[src/rtl/ram_port_arbiter_if.sv]
// Bundle of the two requester ports, the RAM wrapper strobes and the status
// outputs of ram_port_arbiter. The arbiter uses the slave view.
interface ram_port_arbiter_if;
  // Requesters raise req with we/addr/wdata stable and hold it until their
  // one-cycle ack; req must be low by the edge that ends the ack cycle.
  logic        p0_req,   p1_req;
  logic        p0_we,    p1_we;
  logic [25:0] p0_addr,  p1_addr;
  logic [7:0]  p0_wdata, p1_wdata;
  logic        p0_ack,   p1_ack;
  logic [7:0]  p0_rdata, p1_rdata;
  logic        p0_err,   p1_err;

  logic [25:0] ram_address;
  logic [7:0]  ram_data_in;
  logic        ram_write_enable;
  logic        ram_read_request;
  logic        ram_read_ack;
  logic [7:0]  ram_data_out;
  logic        ram_rdy;
  logic        ram_rd_data_pres;

  logic        busy;
  logic [1:0]  grant;

  modport slave (
    input  p0_req, p1_req, p0_we, p1_we, p0_addr, p1_addr, p0_wdata, p1_wdata,
    input  ram_data_out, ram_rdy, ram_rd_data_pres,
    output p0_ack, p1_ack, p0_rdata, p1_rdata, p0_err, p1_err,
    output ram_address, ram_data_in, ram_write_enable, ram_read_request, ram_read_ack,
    output busy, grant
  );

  modport master (
    output p0_req, p1_req, p0_we, p1_we, p0_addr, p1_addr, p0_wdata, p1_wdata,
    output ram_data_out, ram_rdy, ram_rd_data_pres,
    input  p0_ack, p1_ack, p0_rdata, p1_rdata, p0_err, p1_err,
    input  ram_address, ram_data_in, ram_write_enable, ram_read_request, ram_read_ack,
    input  busy, grant
  );
endinterface

[src/rtl/ram_port_arbiter.sv]
// Two-port round-robin arbiter in front of a single byte-wide RAM wrapper.
// Every output is a register loaded from the next state (Moore, glitch-free).
module ram_port_arbiter #(
    parameter int TIMEOUT_CYCLES = 1023
) (
    input  logic                 clk,
    input  logic                 reset,
    ram_port_arbiter_if.slave    bus,
    output logic [2:0]           dbg_state_o
);

    localparam int CNT_W = $clog2(TIMEOUT_CYCLES + 1);

    typedef enum logic [2:0] {
        IDLE    = 3'd0,
        WR      = 3'd1,
        RD_CMD  = 3'd2,
        RD_WAIT = 3'd3,
        RD_ACK  = 3'd4,
        DONE    = 3'd5
    } state_t;

    state_t             state_q, state_d;
    logic               owner_q, owner_d;
    logic               last_q,  last_d;
    logic               to_q,    to_d;
    logic [CNT_W-1:0]   cnt_q,   cnt_d;
    logic [25:0]        addr_q,  addr_d;
    logic [7:0]         wdata_q, wdata_d;
    logic               pick;

    logic [7:0]         rdata0_q, rdata1_q;
    logic [1:0]         ack_q, err_q, grant_q;
    logic               busy_q, wen_q, rreq_q, rack_q;

    always_comb begin
        state_d = state_q;
        owner_d = owner_q;
        last_d  = last_q;
        to_d    = to_q;
        cnt_d   = cnt_q;
        addr_d  = addr_q;
        wdata_d = wdata_q;
        pick    = 1'b0;
        case (state_q)
            IDLE: begin
                if (bus.ram_rdy && (bus.p0_req || bus.p1_req)) begin
                    // On a tie the port that did not win last time goes first.
                    pick    = (bus.p0_req && bus.p1_req) ? ~last_q : bus.p1_req;
                    owner_d = pick;
                    last_d  = pick;
                    to_d    = 1'b0;
                    addr_d  = pick ? bus.p1_addr  : bus.p0_addr;
                    wdata_d = pick ? bus.p1_wdata : bus.p0_wdata;
                    state_d = (pick ? bus.p1_we : bus.p0_we) ? WR : RD_CMD;
                end
            end
            WR:     state_d = DONE;
            RD_CMD: begin
                state_d = RD_WAIT;
                cnt_d   = '0;
            end
            RD_WAIT: begin
                if (bus.ram_rd_data_pres) begin
                    state_d = RD_ACK;
                end else begin
                    cnt_d = cnt_q + 1'b1;
                    if (cnt_d == CNT_W'(TIMEOUT_CYCLES)) begin
                        state_d = DONE;
                        to_d    = 1'b1;
                    end
                end
            end
            RD_ACK: state_d = DONE;
            DONE:   state_d = IDLE;
            default: state_d = IDLE;
        endcase
    end

    always_ff @(posedge clk or posedge reset) begin
        if (reset) begin
            state_q  <= IDLE;
            owner_q  <= 1'b0;
            last_q   <= 1'b1;
            to_q     <= 1'b0;
            cnt_q    <= '0;
            addr_q   <= '0;
            wdata_q  <= '0;
            rdata0_q <= '0;
            rdata1_q <= '0;
            ack_q    <= '0;
            err_q    <= '0;
            grant_q  <= '0;
            busy_q   <= 1'b0;
            wen_q    <= 1'b0;
            rreq_q   <= 1'b0;
            rack_q   <= 1'b0;
        end else begin
            state_q <= state_d;
            owner_q <= owner_d;
            last_q  <= last_d;
            to_q    <= to_d;
            cnt_q   <= cnt_d;
            addr_q  <= addr_d;
            wdata_q <= wdata_d;
            busy_q  <= (state_d != IDLE);
            grant_q <= (state_d == IDLE) ? 2'b00 : (owner_d ? 2'b10 : 2'b01);
            wen_q   <= (state_d == WR);
            rreq_q  <= (state_d == RD_CMD);
            rack_q  <= (state_d == RD_ACK);
            ack_q   <= (state_d == DONE) ? (owner_d ? 2'b10 : 2'b01) : 2'b00;
            err_q   <= (state_d == DONE && to_d) ? (owner_d ? 2'b10 : 2'b01) : 2'b00;
            // Read byte is sampled at the end of the read-ack cycle, so it is
            // visible together with the requester's ack.
            if (state_q == RD_ACK) begin
                if (owner_q) rdata1_q <= bus.ram_data_out;
                else         rdata0_q <= bus.ram_data_out;
            end
        end
    end

    assign bus.p0_ack           = ack_q[0];
    assign bus.p1_ack           = ack_q[1];
    assign bus.p0_err           = err_q[0];
    assign bus.p1_err           = err_q[1];
    assign bus.p0_rdata         = rdata0_q;
    assign bus.p1_rdata         = rdata1_q;
    assign bus.ram_address      = addr_q;
    assign bus.ram_data_in      = wdata_q;
    assign bus.ram_write_enable = wen_q;
    assign bus.ram_read_request = rreq_q;
    assign bus.ram_read_ack     = rack_q;
    assign bus.busy             = busy_q;
    assign bus.grant            = grant_q;
    assign dbg_state_o          = state_q;

endmodule

[src/flat_wrapper.sv]
// flat-port wrapper written by rule: the top's interface ports become plain ports
module ram_port_arbiter_flat 
#(
    parameter int TIMEOUT_CYCLES = 1023
)
  (clk, reset, dbg_state_o, bus_p0_req, bus_p1_req, bus_p0_we, bus_p1_we, bus_p0_addr, bus_p1_addr, bus_p0_wdata, bus_p1_wdata, bus_ram_data_out, bus_ram_rdy, bus_ram_rd_data_pres, bus_p0_ack, bus_p1_ack, bus_p0_rdata, bus_p1_rdata, bus_p0_err, bus_p1_err, bus_ram_address, bus_ram_data_in, bus_ram_write_enable, bus_ram_read_request, bus_ram_read_ack, bus_busy, bus_grant);
  ram_port_arbiter_if bus_i ();
  input  logic clk;
  input  logic reset;
  output logic [2:0] dbg_state_o;
  input wire logic [$bits(bus_i.p0_req)-1:0] bus_p0_req;
  input wire logic [$bits(bus_i.p1_req)-1:0] bus_p1_req;
  input wire logic [$bits(bus_i.p0_we)-1:0] bus_p0_we;
  input wire logic [$bits(bus_i.p1_we)-1:0] bus_p1_we;
  input wire logic [$bits(bus_i.p0_addr)-1:0] bus_p0_addr;
  input wire logic [$bits(bus_i.p1_addr)-1:0] bus_p1_addr;
  input wire logic [$bits(bus_i.p0_wdata)-1:0] bus_p0_wdata;
  input wire logic [$bits(bus_i.p1_wdata)-1:0] bus_p1_wdata;
  input wire logic [$bits(bus_i.ram_data_out)-1:0] bus_ram_data_out;
  input wire logic [$bits(bus_i.ram_rdy)-1:0] bus_ram_rdy;
  input wire logic [$bits(bus_i.ram_rd_data_pres)-1:0] bus_ram_rd_data_pres;
  output wire logic [$bits(bus_i.p0_ack)-1:0] bus_p0_ack;
  output wire logic [$bits(bus_i.p1_ack)-1:0] bus_p1_ack;
  output wire logic [$bits(bus_i.p0_rdata)-1:0] bus_p0_rdata;
  output wire logic [$bits(bus_i.p1_rdata)-1:0] bus_p1_rdata;
  output wire logic [$bits(bus_i.p0_err)-1:0] bus_p0_err;
  output wire logic [$bits(bus_i.p1_err)-1:0] bus_p1_err;
  output wire logic [$bits(bus_i.ram_address)-1:0] bus_ram_address;
  output wire logic [$bits(bus_i.ram_data_in)-1:0] bus_ram_data_in;
  output wire logic [$bits(bus_i.ram_write_enable)-1:0] bus_ram_write_enable;
  output wire logic [$bits(bus_i.ram_read_request)-1:0] bus_ram_read_request;
  output wire logic [$bits(bus_i.ram_read_ack)-1:0] bus_ram_read_ack;
  output wire logic [$bits(bus_i.busy)-1:0] bus_busy;
  output wire logic [$bits(bus_i.grant)-1:0] bus_grant;
  assign bus_i.p0_req = bus_p0_req;
  assign bus_i.p1_req = bus_p1_req;
  assign bus_i.p0_we = bus_p0_we;
  assign bus_i.p1_we = bus_p1_we;
  assign bus_i.p0_addr = bus_p0_addr;
  assign bus_i.p1_addr = bus_p1_addr;
  assign bus_i.p0_wdata = bus_p0_wdata;
  assign bus_i.p1_wdata = bus_p1_wdata;
  assign bus_i.ram_data_out = bus_ram_data_out;
  assign bus_i.ram_rdy = bus_ram_rdy;
  assign bus_i.ram_rd_data_pres = bus_ram_rd_data_pres;
  assign bus_p0_ack = bus_i.p0_ack;
  assign bus_p1_ack = bus_i.p1_ack;
  assign bus_p0_rdata = bus_i.p0_rdata;
  assign bus_p1_rdata = bus_i.p1_rdata;
  assign bus_p0_err = bus_i.p0_err;
  assign bus_p1_err = bus_i.p1_err;
  assign bus_ram_address = bus_i.ram_address;
  assign bus_ram_data_in = bus_i.ram_data_in;
  assign bus_ram_write_enable = bus_i.ram_write_enable;
  assign bus_ram_read_request = bus_i.ram_read_request;
  assign bus_ram_read_ack = bus_i.ram_read_ack;
  assign bus_busy = bus_i.busy;
  assign bus_grant = bus_i.grant;
  ram_port_arbiter #(.TIMEOUT_CYCLES(TIMEOUT_CYCLES)) u_core (.clk(clk), .reset(reset), .bus(bus_i), .dbg_state_o(dbg_state_o));
endmodule
[config.mk]
export PLATFORM = sky130hd
export DESIGN_NAME = ram_port_arbiter_flat
export DESIGN_NICKNAME = d
export VERILOG_FILES = /design/src/rtl/ram_port_arbiter_if.sv /design/src/rtl/ram_port_arbiter.sv /design/src/flat_wrapper.sv
export SDC_FILE = /design/constraint.sdc
export NUM_CORES = 1
export LEC_CHECK = 0
export CELL_PAD_IN_SITES_DETAIL_PLACEMENT = 0
export CELL_PAD_IN_SITES_GLOBAL_PLACEMENT = 1
export CORE_ASPECT_RATIO = 0.5
export CORE_UTILIZATION = 36
export CTS_BUF_LIST = sky130_fd_sc_hd__clkbuf_8
export DETAILED_ROUTE_END_ITERATION = 6
export PLACE_DENSITY = 0.95
export SKIP_CTS_REPAIR_TIMING = 1
export SLEW_MARGIN = 5
export SYNTH_ARGS = -nofsm -noshare
export SYNTH_HDL_FRONTEND = slang
export SYNTH_SLANG_ARGS = --single-unit
[constraint.sdc]
create_clock -name clk -period 6.89 [get_ports clk]
set_input_delay 1.378 -clock clk [delete_from_list [all_inputs] [get_ports clk]]
set_output_delay 1.378 -clock clk [all_outputs]
set_load 0.05 [all_outputs]
# [Yosys cells after proc, flatten, opt, wreduce, memory -nomap -nowiden]
# Cells that the tools add are included.
[totals] register_bits=76 word_cells=63
[classes] n_addsub=1 n_eq_ne=10 mux=21 n_bitwise=2 n_reduce_logical=13
[ops] cell="two-way mux 26 bit" count=1
[ops] cell="one-hot mux 10 bit (2 select lines)" count=1
[ops] cell="one-hot mux 3 bit (4 select lines)" count=1
[ops] cell="adder 10 x 1 -> 10 bit (second input constant)" count=1
[ops] cell="== test 10 bit (second input constant)" count=1
[ops] cell="two-way mux 10 bit" count=1
[ops] cell="two-way mux 2 bit" count=5
[ops] cell="== test 3 x 2 -> 1 bit (second input constant)" count=3
[ops] cell="== test 3 bit (second input constant)" count=3
[ops] cell="two-way mux 3 bit" count=3
[ops] cell="two-way mux 8 bit" count=1
[ops] cell="AND reduction 2 bit" count=4
[ops] cell="two-way mux 1 bit" count=7
[ops] cell="== test 3 x 1 -> 1 bit (second input constant)" count=2
[ops] cell="zero test 3 bit" count=2
[ops] cell="logical AND 1 bit" count=3
[ops] cell="nonzero test 3 bit" count=1
[ops] cell="!= test 2 bit (second input constant)" count=1
[ops] cell="NOT 1 bit" count=2
[ops] cell="one-hot mux 1 bit (2 select lines)" count=1
[ops] cell="nonzero test 2 bit" count=1
[ops] cell="OR reduction 2 bit" count=1
[ops] cell="logical OR 1 bit" count=1

# [Longest topological paths before layout]
# Gate-level depths: netlist of the first run.
[depth] word_depth=9 depth_mapped=7

# [Worst setup path after synthesis of the first run]
# Ideal clock, no wire load.
[synth_timing] path_type="in2reg" startpoint="input port bus_p1_req" endpoint="register u_core.addr_q[10] (netlist: u_core.bus.ram_address[10])" setup_time_ns=0.133 arrival_ns=2.502 required_ns=6.757 slack_ns=4.255 stages=5 n_path_buf=2 path_cell_list="a21boi_0 > buf_2 > buf_1 > mux2i_1 > o21ai_0"
[synth_between] elab_chain_cells=3
[synth_lines] element="start: declaration" line_no="flat_wrapper.sv:12" rtl="input wire logic [$bits(bus_i.p1_req)-1:0] bus_p1_req;"
[synth_lines] element="logical AND 1 bit or logical OR 1 bit (tied branches)" line_no="ram_port_arbiter.sv:49, ram_port_arbiter.sv:47"
[synth_lines] element="two-way mux 1 bit or logical AND 1 bit (tied branches)" line_no="ram_port_arbiter.sv:49, ram_port_arbiter.sv:47"
[synth_lines] element="two-way mux 26 bit or AND reduction 2 bit (tied branches)"
[synth_lines] element="end signal: assignment" line_no="ram_port_arbiter.sv:104" rtl="addr_q <= addr_d;"
[synth_lines] element="end: declaration" line_no="ram_port_arbiter.sv:28" rtl="logic [25:0] addr_q, addr_d;"
# Several ways; a longest one is shown, not always the timed one.
# A chain may end at the register's enable or synchronous reset.

# [Worst setup path in the final report of the first run]
[layout_timing] startpoint="input port bus_p0_req" endpoint="register u_core.err_q[0]"
[layout_between] elab_chain_cells=9
[layout_lines] element="start: declaration" line_no="flat_wrapper.sv:11" rtl="input wire logic [$bits(bus_i.p0_req)-1:0] bus_p0_req;"
[layout_lines] element="logical AND 1 bit" line_no="ram_port_arbiter.sv:49" rtl="pick = (bus.p0_req && bus.p1_req) ? ~last_q : bus.p1_req;"
[layout_lines] element="two-way mux 1 bit" line_no="ram_port_arbiter.sv:49"
[layout_lines] element="two-way mux 1 bit" line_no="ram_port_arbiter.sv:55" rtl="state_d = (pick ? bus.p1_we : bus.p0_we) ? WR : RD_CMD;"
[layout_lines] element="two-way mux 2 bit" line_no="ram_port_arbiter.sv:55"
[layout_lines] element="two-way mux 3 bit" line_no="ram_port_arbiter.sv:47" rtl="if (bus.ram_rdy && (bus.p0_req || bus.p1_req)) begin"
[layout_lines] element="one-hot mux 3 bit (4 select lines)" line_no="ram_port_arbiter.sv:45" rtl="case (state_q)"
[layout_lines] element="== test 3 bit" line_no="ram_port_arbiter.sv:112" rtl="err_q <= (state_d == DONE && to_d) ? (owner_d ? 2'b10 : 2'b01) : 2'b00;"
[layout_lines] element="logical AND 1 bit" line_no="ram_port_arbiter.sv:112"
[layout_lines] element="two-way mux 2 bit (*)" line_no="ram_port_arbiter.sv:112"
[layout_lines] element="end signal: assignment" line_no="ram_port_arbiter.sv:112"
[layout_lines] element="end: declaration" line_no="ram_port_arbiter.sv:33" rtl="logic [1:0] ack_q, err_q, grant_q;"
# Every way passes the cells marked *; elsewhere a longest branch is shown, timed or not.

==> results of run 1 <==
power groups by stage:
stage          clock [W]  sequential [W]  combinational [W]
2_1_floorplan          0         0.00129           0.000333
3_3_place_gp           0        0.000735            0.00133
3_5_place_dp           0        0.000741            0.00135
4_1_cts         0.000309        0.000734            0.00135
5_1_grt         0.000328        0.000757            0.00141
6_report        0.000297        0.000734            0.00134
through the flow:
step / instance area [um^2] / setup slack (ps) / std cells / power, W / utilization
2_1_floorplan: 3560 / 3580 / 337 / 0.00162 / -
3_3_place_gp: 5110 / 3120 / 600 / 0.00207 / 0.536
3_5_place_dp: 5110 / 3010 / 600 / 0.00209 / 0.536
4_1_cts: 5280 / 3360 / 615 / 0.00239 / 0.554
5_1_grt: 5280 / 3150 / 615 / 0.00249 / 0.554
6_report: 5280 / 3420 / 615 / 0.00237 / 0.554
placed cells by master, fill, tap and decap left out, types with 3 or more instances in the layout:
cell type	n
clkdlybuf4s50_1	146
dfrtp_1	75
nand2_1	55
o21ai_0	52
mux2i_1	34
mux2_2	17
nor2_1	11
clkbuf_8	11
inv_1	7
nand3_1	6
a21oi_1	5
nand4_1	3
nor2b_1	3
a211oi_1	3
worst max-delay path, cell delays in order:
cell,delay [ps]
clkdlybuf4s50_1,480
o21ai_0,240
or2_2,920
nand2_1,140
or2_2,320
a211oi_1,240
routing by layer:
metal	wire, um	vias to the layer above	share of wire	track usage
li1	-	1474	-	-
met1	3860	1424	0.44	0.216
met2	4580	56	0.52	0.300
met3	308	6	0.035	0.0488
met4	70	0	0.0079	0.0514
met5	0	-	0	0
cell usage after synthesis, types with 3 or more instances:
cell type and count:
mux2i_1 34, nand4_1 3, clkbuf_1 10, a211oi_1 3, a21oi_1 5, nand3_1 6, dfrtp_1 75, buf_2 4
nor2_1 11, mux2_2 17, nand2_1 55, nor2b_1 3, o21ai_0 52, inv_1 6
final cells by class:
cell class | count | area, um^2 | area share
multi-input combinational | 235 | 1540 | 0.292
inverter | 6 | 22.5 | 0.00426
sequential | 76 | 1900 | 0.360
clock buffer | 11 | 151 | 0.0287
timing repair buffer | 148 | 1480 | 0.279
tap | 135 | 169 | 0.0320
clock inverter | 4 | 17.5 | 0.00332
cells by family (layout without fill, tap and decap cells):
| kind of cell | after synthesis | in the layout | share of synthesized area |
|---|---|---|---|
| AOI/OAI and AO/OA | 80 | 80 | 0.132 |
| xor gates and xnor gates | 2 | 2 | 0.00492 |
| adders and majority gates | 2 | 2 | 0.00702 |
| buffers and inverters | 26 | 169 | 0.0362 |
| DFF | 76 | 76 | 0.534 |
| muxes | 51 | 51 | 0.149 |
| and+or+nand+nor | 100 | 100 | 0.137 |
worst paths after layout:
check	depth (start not counted)	endpoint
worst max-delay path	6	u_core.err_q[0]
worst max register to register	5	u_core.err_q[0]
worst min-delay path	2	u_core.bus.ram_address[20]
worst min register to register	2	u_core.bus.ram_address[20]
min in group asynchronous	3	u_core.bus.p1_rdata[6]
max in group asynchronous	3	u_core.bus.ram_address[16]
registers in the layout, summed over array words and instances, names as in the netlist, 2 cells and up:
name,flops
u_core.err_q,2
u_core.bus.ram_data_in,8
u_core.bus.grant,2
u_core.bus.p1_rdata,8
u_core.dbg_state_o,3
u_core.cnt_q,10
u_core.ack_q,2
u_core.bus.ram_address,26
u_core.bus.p0_rdata,8
==> out/results.txt, run 1 <==
Clock sinks -> 76
Pwr dens -> 448 mW/mm^2
Clk network pwr share -> 0.126
Slew Limit Headroom -> 0.238
Core area -> 0.00954 mm^2
Yosys top cell by area -> dfrtp_1
Final Max Slew Viols -> 0
Seq cells post-synth -> 76
Setup CP Type -> input pin to flop
VDD IR-drop max -> 202 uV
Layout cells sized above 1 -> 0.0938
Number of global-route vias before repair -> 2,744
Wire per inst -> 14.3 um
Number of synthesized flops with an enable pin -> 0
Reg-to-reg startpoint -> u_core.dbg_state_o[0]
Fmax -> 288 MHz
Vias after detailed routing -> 2,960
Setup TNS Final -> 0 ps
Final period util -> 0.504
Arr. time, crit path -> 3720 ps
Worst Path Required -> 7140 ps
Clock slew at reported path FFs -> 70 ps
Skew-Pair Late Insertion Delay -> 350 ps
Die Y-Extent -> 72.4 um
Hold_ws -> 478 ps
Status -> completed
Max_cap viols -> 0
Site row count -> 25
Total CTS buffers -> 9
Fill cells -> 828
Antenna viol nets, final -> 0
Netlist Area Pre-Place -> 0.00356 mm^2
Post-Syn Area per Cell -> 10.6 um^2
Post-Synthesis Cells -> 337
Comb power frac -> 0.564
GR Overflow Total -> 0
Dominant synthesized flop cell -> dfrtp_1
Yosys top cell area share -> 0.527
Routability-driven placement congestion ratio -> 0.794
CP Capture Type -> flop
Worst Setup SP -> bus_p0_req
Largest net degree at the start of global routing -> 77
Die Wd -> 143 um
Ys Warns -> 0
Min Clock Period, post-route -> 3470 ps
Die footprint -> 0.0103 mm^2
Worst-path fanout max -> 74
Switch share -> 0.478
CTS tree -> done
Worst R2R Setup Slack -> 4460 ps
Via/cell ratio -> 4.81
Post-DP HPWL -> 6410 um
Area Overhead vs Synth -> 48.2%
First-pass GRT wire length -> 13,800 um
Initial antenna violation count -> 0
Clock Tree Buf Depth -> 2
Final WL -> 8810 um
Leak pwr -> 2.25 nW
Sequential area share after synthesis -> 0.534
HP Class -> flop to flop
N_diodes -> 0
Io pins -> 147
Top cells by area, synth -> dfrtp_1 (53%), mux2i_1 (9.6%), o21ai_0 (7.3%)
Count of cell types in the netlist -> 54
Remaining routing DRC violations -> 0
H-tree depth -> 3
Drt first pass iters -> 4
1st-iter DRT viols -> 161
Clk_skew -> 7.18 ps
Unrepaired setup endpoints after global routing -> no
Switching Power -> 0.00113 W
Net count after synthesis -> 423
Pint -> 0.00124 W
Startpoint Class -> input pin
Setup-failing EPs final -> 0
Starting Density -> 0.374
Gr usage total -> 0.175
Final Hold Viols -> 0
Hold_sp -> u_core.bus.ram_address[20]
FFs w/ async S/R, synth -> 1.00
Sequential Power Share -> 0.310
PortBufs -> 146
Worst slew pin tran -> 1140 ps
Root Buffer -> clkbuf_8
Nets -> 562
Note: power is estimated with default switching activity, not from simulation.
==> run 2, diff against run 1 <==
- CORE_UTILIZATION: 36 -> 30
- PLACE_DENSITY: 0.95 -> 0.9
- clock period: 6.89 -> 3.02 ns (I/O delays scaled with it)
==> run 2 against run 1 <==
Against the previous run: utilization decreased by 7.4 points; via count decreased by 0.14%; critical endpoint is now dbg_state_o[2]; final cell count increased by 4.6%.
==> out/results.txt, run 2 (synthesis gave the netlist of run 1 again) <==
Die footprint -> 0.0123 mm^2 (was 0.0103 mm^2)
Final WL -> 9370 um (was 8810 um)
Total Power -> 0.00560 W (was 0.00237 W)
Antenna viol nets, final -> 0 (unchanged)
Unrepaired setup endpoints after global routing -> no (unchanged)
Min Clock Period, post-route -> 2380 ps
CP Capture Type -> primary output (was flop)
Slew Limit Headroom -> 0.443 (was 0.238)
Number of global-route vias before repair -> 2,906 (was 2,744)
Worst Setup SP -> u_core.dbg_state_o[2] (was bus_p0_req)
HP Class -> flop to flop (unchanged)
Final setup margin -> 641 ps (was 3420 ps)
Clock slew at reported path FFs -> 80 ps (was 70 ps)
Final period util -> 0.788
Buf/Inv on CP -> 1 (unchanged)
Fmax -> 420 MHz
Worst-path fanout max -> 11 (was 74)
Wire per inst -> 14.6 um (was 14.3 um)
Hold_sp -> u_core.bus.ram_data_in[0] (was u_core.bus.ram_address[20])
Startpoint Class -> flop (was input pin)
Remaining routing DRC violations -> 0 (unchanged)
Family with the most delay on the worst path -> buffers and inverters (was simple AND/OR/NAND/NOR gates)
VDD IR-drop max -> 435 uV (was 202 uV)
Io pins -> 147 (unchanged)
Root Buffer -> clkbuf_8 (unchanged)
CP cell instances -> clkdlybuf4s50_1 (was clkdlybuf4s50_1 -> o21ai_0 -> or2_2 -> nand2_1 -> or2_2 -> a211oi_1)
Reg-to-reg startpoint -> u_core.cnt_q[0] (was u_core.dbg_state_o[0])
Via/cell ratio -> 4.60 (was 4.81)
Clock Tree Buf Depth -> 2 (unchanged)
Core area -> 0.0113 mm^2 (was 0.00954 mm^2)
Drt first pass iters -> 4 (unchanged)
Nets -> 565 (was 562)
Site row count -> 27 (was 25)
Die Wd -> 156 um (was 143 um)
CTS tree -> done (unchanged)
Vias after detailed routing -> 2,956 (was 2,960)
Setup-failing EPs final -> 0 (unchanged)
Final Util -> 0.479 (was 0.554)
Largest register FFs -> 26 (unchanged)
1st-iter DRT viols -> 162 (was 161)
Max_cap viols -> 0 (unchanged)
Initial antenna violation count -> 0 (unchanged)
Setup CP Type -> flop to primary output (was input pin to flop)
Worst Path Required -> 2420 ps (was 7140 ps)
First-pass GRT wire length -> 14,900 um (was 13,800 um)
Starting Density -> 0.316 (was 0.374)
Hold_ws -> 478 ps (about the same)
H-tree depth -> 3 (unchanged)
Gr usage total -> 0.157 (was 0.175)
Pre-CTS setup slack -> 758 ps (was 3010 ps)
Largest stage delay on the critical path -> 870 ps (was 920 ps)
Status -> completed (unchanged)
Area Overhead vs Synth -> 51.8% (was 48.2%)
Total CTS buffers -> 9 (unchanged)
Worst slew pin tran -> 833 ps (was 1140 ps)
Die Y-Extent -> 79.1 um (was 72.4 um)
Clk_skew -> 7.82 ps (was 7.18 ps)
Commonest cells after routing, fill and taps aside -> clkdlybuf4s50_1 (146), dfrtp_1 (75), nand2_1 (55) (unchanged)
Post-DP HPWL -> 6890 um (was 6410 um)
Most common cell after layout, fill and taps aside -> clkdlybuf4s50_1 (unchanged)
Slowest-stage cell, CP -> clkdlybuf4s50_1 (was or2_2)
Leak pwr -> 2.29 nW (was 2.25 nW)
GR Overflow Total -> 0 (unchanged)
Clock sinks -> 76 (unchanged)
Final Max Slew Viols -> 0 (unchanged)
Skew-Pair Late Insertion Delay -> 350 ps (about the same)
N_diodes -> 0 (unchanged)
Pwr dens -> 1040 mW/mm^2 (was 448 mW/mm^2)
Arr. time, crit path -> 1770 ps (was 3720 ps)
Final Hold Viols -> 0 (unchanged)
Largest net degree at the start of global routing -> 77 (unchanged)
Setup TNS Final -> 0 ps (unchanged)
PortBufs -> 146 (unchanged)
Layout cells sized above 1 -> 0.103 (was 0.0938)
Routability-driven placement congestion ratio -> 0.833 (was 0.794)
## run 2: cell type report
type	count	area, um^2
well taps	159	199
repair buffers	151	1520
inverters	6	22.5
multi-input cells	235	1540
clock inverters	6	78.8
fillers	1041	5880
flip-flops and latches	76	1900
clock buffers	10	138
## run 2: path summary, 6_finish.rpt
check / to / slack, ps / depth (start not counted)
worst max-delay path: dbg_state_o[2] / 640 / 1
worst min-delay path: u_core.bus.ram_data_in[0] / 480 / 2
worst max register to register: u_core.dbg_state_o[1] / 760 / 6
worst min register to register: u_core.bus.ram_data_in[0] / 480 / 2
max in group asynchronous: u_core.last_q / 1980 / 3
min in group asynchronous: u_core.bus.ram_data_in[7] / 660 / 3
## run 2: per-layer routing
metal	up-vias	GRT usage	share of wire
met5	-	0	0
met4	0	0.0529	0.011
met3	9	0.0377	0.027
met2	46	0.274	0.53
met1	1428	0.191	0.43
li1	1473	-	-
## run 2: per-stage QoR
stage	instance area [um^2]	cells
after floorplan	3560	337
after global placement	5190	627
after detailed placement	5190	627
after CTS	5410	643
after global routing	5410	643
final	5410	643
## run 2: power by group
group / switching, W / total (W) / internal (W)
clock: 0.000366 / 0.000847 / 0.000481
combinational: 0.00199 / 0.00307 / 0.00108
sequential: 0.000257 / 0.00168 / 0.00142
